$ cat src/rtl/reg_write_arbiter.sv
`default_nettype none
// ============================================================================
//  Module   : reg_write_arbiter
//  Purpose  : Shares the register-file write port between pipeline writeback
//             and a FIFO-buffered auxiliary unit, with a starvation stall.
//  Revision : 1.0
// ============================================================================
module reg_write_arbiter #(
    parameter int ADDR_WIDTH = 5,
    parameter int DATA_WIDTH = 32,
    parameter int DEPTH      = 4,
    parameter int MAX_WAIT   = 8
) (
    input  logic                  clk,
    input  logic                  rst,
    input  logic                  pipe_write_en,
    input  logic [ADDR_WIDTH-1:0] pipe_write_addr,
    input  logic [DATA_WIDTH-1:0] pipe_write_data,
    output logic                  stall_req,
    input  logic                  aux_valid,
    input  logic [ADDR_WIDTH-1:0] aux_addr,
    input  logic [DATA_WIDTH-1:0] aux_data,
    output logic                  aux_ready,
    output logic                  rf_write_en,
    output logic [ADDR_WIDTH-1:0] rf_write_addr,
    output logic [DATA_WIDTH-1:0] rf_write_data,
    input  logic [ADDR_WIDTH-1:0] query_addr_1,
    input  logic [ADDR_WIDTH-1:0] query_addr_2,
    output logic                  query_hit_1,
    output logic                  query_hit_2
);

    localparam int c_ptr_w  = $clog2(DEPTH);
    localparam int c_cnt_w  = c_ptr_w + 1;
    localparam int c_wait_w = $clog2(MAX_WAIT + 1);

    localparam logic [c_cnt_w-1:0]  c_depth    = c_cnt_w'(DEPTH);
    localparam logic [c_wait_w-1:0] c_max_wait = c_wait_w'(MAX_WAIT);
    localparam logic [c_ptr_w-1:0]  c_ptr_one  = c_ptr_w'(1);
    localparam logic [c_cnt_w-1:0]  c_cnt_one  = c_cnt_w'(1);
    localparam logic [c_wait_w-1:0] c_wait_one = c_wait_w'(1);

    logic [ADDR_WIDTH-1:0] r_addr_mem [DEPTH];
    logic [DATA_WIDTH-1:0] r_data_mem [DEPTH];
    logic [DEPTH-1:0]      r_valid;
    logic [c_ptr_w-1:0]    r_wr_ptr;
    logic [c_ptr_w-1:0]    r_rd_ptr;
    logic [c_cnt_w-1:0]    r_count;
    logic [c_wait_w-1:0]   r_wait_cnt;

    logic                  w_empty;
    logic                  w_stall;
    logic                  w_pipe_live;
    logic                  w_pop;
    logic                  w_ready;
    logic                  w_accept;
    logic                  w_push;
    logic [DEPTH-1:0]      w_valid_nxt;
    logic [DEPTH-1:0]      w_match_1;
    logic [DEPTH-1:0]      w_match_2;

    assign w_empty     = (r_count == '0);
    assign w_stall     = (r_wait_cnt == c_max_wait);
    assign w_pipe_live = pipe_write_en && (pipe_write_addr != '0);
    // The head drains on a forced stall or whenever the pipeline leaves the slot idle.
    assign w_pop       = !w_empty && (w_stall || !w_pipe_live);
    assign w_ready     = rst && (r_count != c_depth);
    assign w_accept    = aux_valid && w_ready;
    assign w_push      = w_accept && (aux_addr != '0);

    generate
        for (genvar gi = 0; gi < DEPTH; gi++) begin : g_query
            assign w_match_1[gi] = r_valid[gi] && (r_addr_mem[gi] == query_addr_1);
            assign w_match_2[gi] = r_valid[gi] && (r_addr_mem[gi] == query_addr_2);
        end
    endgenerate

    always_comb begin
        w_valid_nxt = r_valid;
        if (w_pop) begin
            w_valid_nxt[r_rd_ptr] = 1'b0;
        end
        if (w_push) begin
            w_valid_nxt[r_wr_ptr] = 1'b1;
        end
    end

    always_comb begin
        stall_req     = 1'b0;
        aux_ready     = 1'b0;
        rf_write_en   = 1'b0;
        rf_write_addr = '0;
        rf_write_data = '0;
        query_hit_1   = 1'b0;
        query_hit_2   = 1'b0;
        if (rst) begin
            stall_req = w_stall;
            aux_ready = w_ready;
            if (w_pop) begin
                rf_write_en   = 1'b1;
                rf_write_addr = r_addr_mem[r_rd_ptr];
                rf_write_data = r_data_mem[r_rd_ptr];
            end else if (w_pipe_live) begin
                rf_write_en   = 1'b1;
                rf_write_addr = pipe_write_addr;
                rf_write_data = pipe_write_data;
            end
            query_hit_1 = (query_addr_1 != '0) && (|w_match_1);
            query_hit_2 = (query_addr_2 != '0) && (|w_match_2);
        end
    end

    always_ff @(posedge clk or negedge rst) begin
        if (!rst) begin
            r_valid    <= '0;
            r_wr_ptr   <= '0;
            r_rd_ptr   <= '0;
            r_count    <= '0;
            r_wait_cnt <= '0;
        end else begin
            r_valid <= w_valid_nxt;
            if (w_push) begin
                r_wr_ptr <= r_wr_ptr + c_ptr_one;
            end
            if (w_pop) begin
                r_rd_ptr <= r_rd_ptr + c_ptr_one;
            end
            case ({w_push, w_pop})
                2'b10:   r_count <= r_count + c_cnt_one;
                2'b01:   r_count <= r_count - c_cnt_one;
                default: r_count <= r_count;
            endcase
            // Each new head restarts its wait from zero.
            if (w_pop || w_empty) begin
                r_wait_cnt <= '0;
            end else begin
                r_wait_cnt <= r_wait_cnt + c_wait_one;
            end
        end
    end

    // Payload storage needs no reset; r_valid and r_count qualify every read.
    always_ff @(posedge clk) begin
        if (w_push) begin
            r_addr_mem[r_wr_ptr] <= aux_addr;
            r_data_mem[r_wr_ptr] <= aux_data;
        end
    end

endmodule
`default_nettype wire

$ cat config.mk
export PLATFORM = sky130hd
export DESIGN_NAME = reg_write_arbiter
export DESIGN_NICKNAME = d
export VERILOG_FILES = /design/src/rtl/reg_write_arbiter.sv
export SDC_FILE = /design/constraint.sdc
export NUM_CORES = 1
export LEC_CHECK = 0
export BUFFER_PORTS_ARGS = -buffer_cell sky130_fd_sc_hd__buf_2
export CAP_MARGIN = 40
export CORE_MARGIN = 5
export CORE_UTILIZATION = 45
export DETAILED_ROUTE_END_ITERATION = 10
export PLACE_DENSITY = 0.66
export SLEW_MARGIN = 20
export SYNTH_ARGS = -nofsm -noshare
export SYNTH_HDL_FRONTEND = slang
export SYNTH_SLANG_ARGS = --single-unit
$ cat constraint.sdc
create_clock -name clk -period 3 [get_ports clk]
set_input_delay 0 -clock clk [delete_from_list [all_inputs] [get_ports clk]]
set_output_delay 0 -clock clk [all_outputs]
set_load 0.02 [all_outputs]
# After elaboration in Yosys (flattened, before gate mapping)
# Memories as Yosys holds them, arrays and structs flattened.
# Index checks and enable logic that the tools add are counted.
# op_classes
n_lt_le_gt_ge,4
mux,23
add_sub_neg,5
bitwise_logic,3
eq_ne,12
n_reduce_logical,29
# op_table
cell,n
$mux 32,3
$eq 5x5->1,8
$reduce_bool 5->1,4
$logic_and 1x1->1,17
$mux 5,3
$mux 4,3
$mux 1,11
$reduce_or 4->1,2
$lt 2x3->1 const B,2
$pmux 3 s2,1
$add 2x1->2 const B,2
$add 4x1->4 const B,1
$and 4x4->4,1
$demux 1 s2,2
$eq 4x4->1 const B,1
$ge 2x1->1 const B,2
$not 4->4,1
$or 4x4->4,1
$add 3x1->3 const B,1
$logic_not 3->1,1
$ne 3x3->1 const B,1
$sub 3x1->3 const B,1
$eq 2x1->1 const B,1
$eq 2x2->1 const B,1
other kinds (3),5
# word_totals
mem_count,2
inputBits,88
mem_bits_rw,148
register_bits,15
wordCells,83
output_inout_bits,42
# mem_list
memory,depth,word_bits,rd,rd_clocked_by_memory_dff,write_ports,line,text
r_data_mem,4,32,1,0,1,44,logic [DATA_WIDTH-1:0] r_data_mem [DEPTH];
r_addr_mem,4,5,5,0,1,43,logic [ADDR_WIDTH-1:0] r_addr_mem [DEPTH];

# Longest topological paths before layout
# logic_depth
word_depth,9
ltp_mapped,13
depth_no_buf,12

# Worst setup path after synthesis
# OpenSTA, ideal clock, no wires.
# synth_path
path_type,reg2reg
start,register r_count[1]
end,"memory r_addr_mem[0][0], enable pin"
synth_period_minus_slack_ns,2.653
path_slack_ns,0.347
required_time_ns,2.602
arrival_time_ns,2.255
setup_ns,0.398
path_stages_with_launch,7
path_buffers,1
path_cell_list,dfrtp_1 -> inv_1 -> a31oi_1 -> nand2_1 -> a21oi_1 -> buf_2 -> and2_1
# synth_between
elab_chain_cells,6
# synth_rtl
element,line,text
"start, declared",48,logic [c_cnt_w-1:0] r_count;
"start signal, assigned",129,2'b10: r_count <= r_count + c_cnt_one;
"start signal, assigned",130,2'b01: r_count <= r_count - c_cnt_one;
"start signal, assigned",131,default: r_count <= r_count;
$ne 3x3->1,67,assign w_ready = rst && (r_count != c_depth);
$logic_and 1x1->1,67,
$logic_and 1x1->1,68,assign w_accept = aux_valid && w_ready;
$logic_and 1x1->1,69,assign w_push = w_accept && (aux_addr != '0);
$mux 1,144,if (w_push) begin
$mux 1 (not written as such),145,r_addr_mem[r_wr_ptr] <= aux_addr;
"end, declared",43,
# Every way passes these cells.

# Final worst setup path
# layout_path
start,register r_wait_cnt[0]
end,output rf_write_data[14]
# layout_between
elab_chain_cells,5
# layout_rtl
element,line,text
"start, declared",49,logic [c_wait_w-1:0] r_wait_cnt;
"start signal, assigned",137,r_wait_cnt <= r_wait_cnt + c_wait_one;
$eq 4x4->1,63,assign w_stall = (r_wait_cnt == c_max_wait);
$logic_or 1x1->1,66,assign w_pop = !w_empty && (w_stall || !w_pipe_live);
$logic_and 1x1->1,66,
$mux 32,99,if (w_pop) begin
$mux 32,96,if (rst) begin
"end, declared",26,"output logic [DATA_WIDTH-1:0] rf_write_data,"
# Every way passes these cells.

==> flow_metrics.env <==
export IMPL_fin_skew_ns=0.009607
export IMPL_synth_nets=573
export IMPL_place_congestion=0.8853
export IMPL_cp_slowest_stage_delay_ns=0.44
export IMPL_ys_flop_type="edfxtp_1"
export IMPL_final_nets=745
export IMPL_critPathKind="register to output pin"
export IMPL_dr_first_iter_drc_count=192
export IMPL_synth_seq_cells=163
export IMPL_min_period_ns=2.449
export IMPL_leakage_nw=3.486
export IMPL_drive_gt1_share_pct=36.17
export IMPL_root_buffer="clkbuf_16"
export IMPL_setup_viol=0
export IMPL_vias_per_cell=5.214
export IMPL_grt_pass1_wl_mm=25.94
export IMPL_async_flop_share_pct=9.202
export IMPL_portBuffers=129
export IMPL_grt_overflow=0
export IMPL_clk_path_buf_depth=2
export IMPL_maxCapViolCount=0
export IMPL_ys_types=36
export IMPL_mostFrequentLayoutCells="edfxtp_1, buf_2, nand2_1"
export IMPL_yosys_warnings=0
export IMPL_required_ns=3.00
export IMPL_postRouteAntennaNets=0
export IMPL_slew_viol_final=0
export IMPL_ios=130
export IMPL_crit_chain="inv_1, ha_1, nand3b_1, o211ai_2, nand2b_2, clkinv_4, buf_4, nand2_1, a21oi_1, buf_2"
export IMPL_area_growth_pct=24.79
export IMPL_first_pass_iters=4
export IMPL_gr_usage_all_layers_pct=18.63
export IMPL_peakVddDrop_v=0.0004311
export IMPL_fp_dieH_microns=137.8
export IMPL_avgRoutedWirePerCell_microns=19.16
export IMPL_grt_pass1_vias=4904
export IMPL_relSlewSlack_pct=63.81
export IMPL_placed_area_sq_um=8238
export IMPL_synth_edff_count=148
export IMPL_die_x_microns=137.8
export IMPL_setup_worst_path_end_class="output pin"
export IMPL_start_util_pct=46.09
export IMPL_cts_num_sinks=163
export IMPL_drt_wl_total_mm=16.74
export IMPL_final_common_cell="edfxtp_1"
export IMPL_status="complete, no violations"
export IMPL_synth_avg_cell_area_sq_um=15.54
export IMPL_numCtsBuffers=17
export IMPL_rsz0062_at_grt="false"
export IMPL_postSynthCellCount=473
export IMPL_crit_slowest_cell="buf_4"
export IMPL_ff2ff_setup_slack_ns=0.78
export IMPL_drc=0
export IMPL_worstMarginPinSlew_ns=0.5428
export IMPL_whs_ns=0.08280
export IMPL_total_power_mw=7.162
export IMPL_vias=4557
export IMPL_fin_crit_sh_pct=81.63
export IMPL_finalInstanceArea_sq_um=9170
export IMPL_cp_max_fo=44
export IMPL_hold_viol_final=0
export IMPL_worstSetupStartpointType="register"
export IMPL_syn_cell_area_sq_um=7348
export IMPL_dp_hpwl_mm=11.37
export IMPL_hold_class="input port to async pin"
export IMPL_htree_levels=4
export IMPL_fin_setup_tns_ns=0
export IMPL_power_density_nw_per_um2=781.0
export IMPL_row_count=46
export IMPL_crit_arrival_ns=2.45
export IMPL_grt_max_degree=45
export IMPL_cts_tree="yes"
export IMPL_die_area_sq_um=18980
export IMPL_cts_resized=0
export IMPL_seq_area_frac_synth_pct=65.59
export IMPL_clkLatencyLatePin_ns=0.42
export IMPL_clk_pin_slew_ns=0.07
export IMPL_diodes=0
export IMPL_antenna_found_initial=0
export IMPL_fmax_mhz=408.3
export IMPL_coreArea_sq_um=15940
## cell usage after synthesis (2+ instances only)
cell	number	area (sq um)
a31oi_1	5	31.28
nor4_1	8	50.05
a22o_1	4	35.03
buf_4	2	15.01
buf_1	2	7.510
clkbuf_1	11	41.29
nand2_1	74	277.8
a21oi_2	8	70.07
nand3_1	6	30.03
nand2_2	7	43.79
nor2_1	7	26.28
or4_1	2	15.01
dfrtp_1	15	375.4
xnor2_1	12	105.1
xor2_1	35	306.5
o21ai_0	4	20.02
buf_2	7	35.03
inv_1	13	48.80
and2_1	4	25.02
edfxtp_1	148	4444
a21oi_1	30	150.1
ha_1	11	137.6
mux4_2	37	833.3
buf_6	4	45.04
and3_1	2	12.51
nor3_1	2	10.01
buf_8	4	60.06
## stage by stage
stage	instances	util (%)	setup slack (ns)
2_1_floorplan	473	-	0.3468
3_3_place_gp	802	51.50	0.8061
3_5_place_dp	803	51.67	0.7844
4_1_cts	874	57.52	0.5102
5_1_grt	874	57.52	0.3117
6_report	874	57.52	0.5510
## critical path, delay by kind of cell, from the launching register on
family	cells	cell delay, ns
AOI/OAI and AO/OA	2	0.28
adders and majority gates	1	0.15
buffers and inverters	4	0.75
DFF	1	0.41
and+or+nand+nor	3	0.42
## sequential cells by signal, indices dropped and copies added, names as in the netlist
| name | cells |
|---|---|
| r_wait_cnt | 4 |
| r_valid | 4 |
| r_wr_ptr | 2 |
| r_addr_mem | 20 |
| r_count | 3 |
| r_data_mem | 128 |
| r_rd_ptr | 2 |
## kinds of logic (layout without fill, tap and decap cells)
logic type / Yosys count / after routing / share of synthesized area [%]
DFF: 163 / 163 / 65.59
buffers and inverters: 44 / 229 / 3.559
xor gates and xnor gates: 47 / 47 / 5.602
adders and majority gates: 12 / 12 / 2.145
and+or+nand+nor: 116 / 116 / 7.134
AOI/OAI and AO/OA: 52 / 52 / 4.342
muxes: 39 / 39 / 11.63
## layout make-up
type,count,area [sq um]
Clock buffer,17,425.4
Clock inverter,15,116.4
Fill cell,1273,6773
Inverter,14,57.56
Multi-Input combinational cell,266,2272
Sequential cell,163,4822
Tap cell,216,270.3
Timing Repair Buffer,183,1206
## power by group
part,total (mW),leakage (nW),internal (mW),switching [mW]
logic,2.20,1.70,0.994,1.21
clock network,1.98,0.263,1.13,0.854
registers,2.98,1.53,2.79,0.185
total,7.16,3.49,4.92,2.25
## layer usage
metal	global-route usage, %	vias up	routed length [microns]
met2	31.89	143	8580
met3	4.164	17	967
met1	23.74	2291	6998
li1	-	2106	-
met5	0	-	0
met4	5.873	0	196
## final timing paths
| kind | start | to | depth (start not counted) |
|---|---|---|---|
| setup / recovery | r_wait_cnt[0] | rf_write_data[14] | 10 |
| hold / removal | rst | r_count[1] | 3 |
| setup reg to reg | r_count[1] | r_data_mem[0][7] | 7 |
| hold reg to reg | r_wait_cnt[0] | r_wait_cnt[0] | 1 |
| max in group asynchronous | rst | r_rd_ptr[0] | 3 |
| min in group clk | aux_valid | r_wr_ptr[0] | 5 |
## repair_timing
action / CTS / global route
hold buffers: 39 / 0
buffers inserted: 0 / 0
hold endpoints to repair: 167 / 0
(Power assumes the default switching activity.)
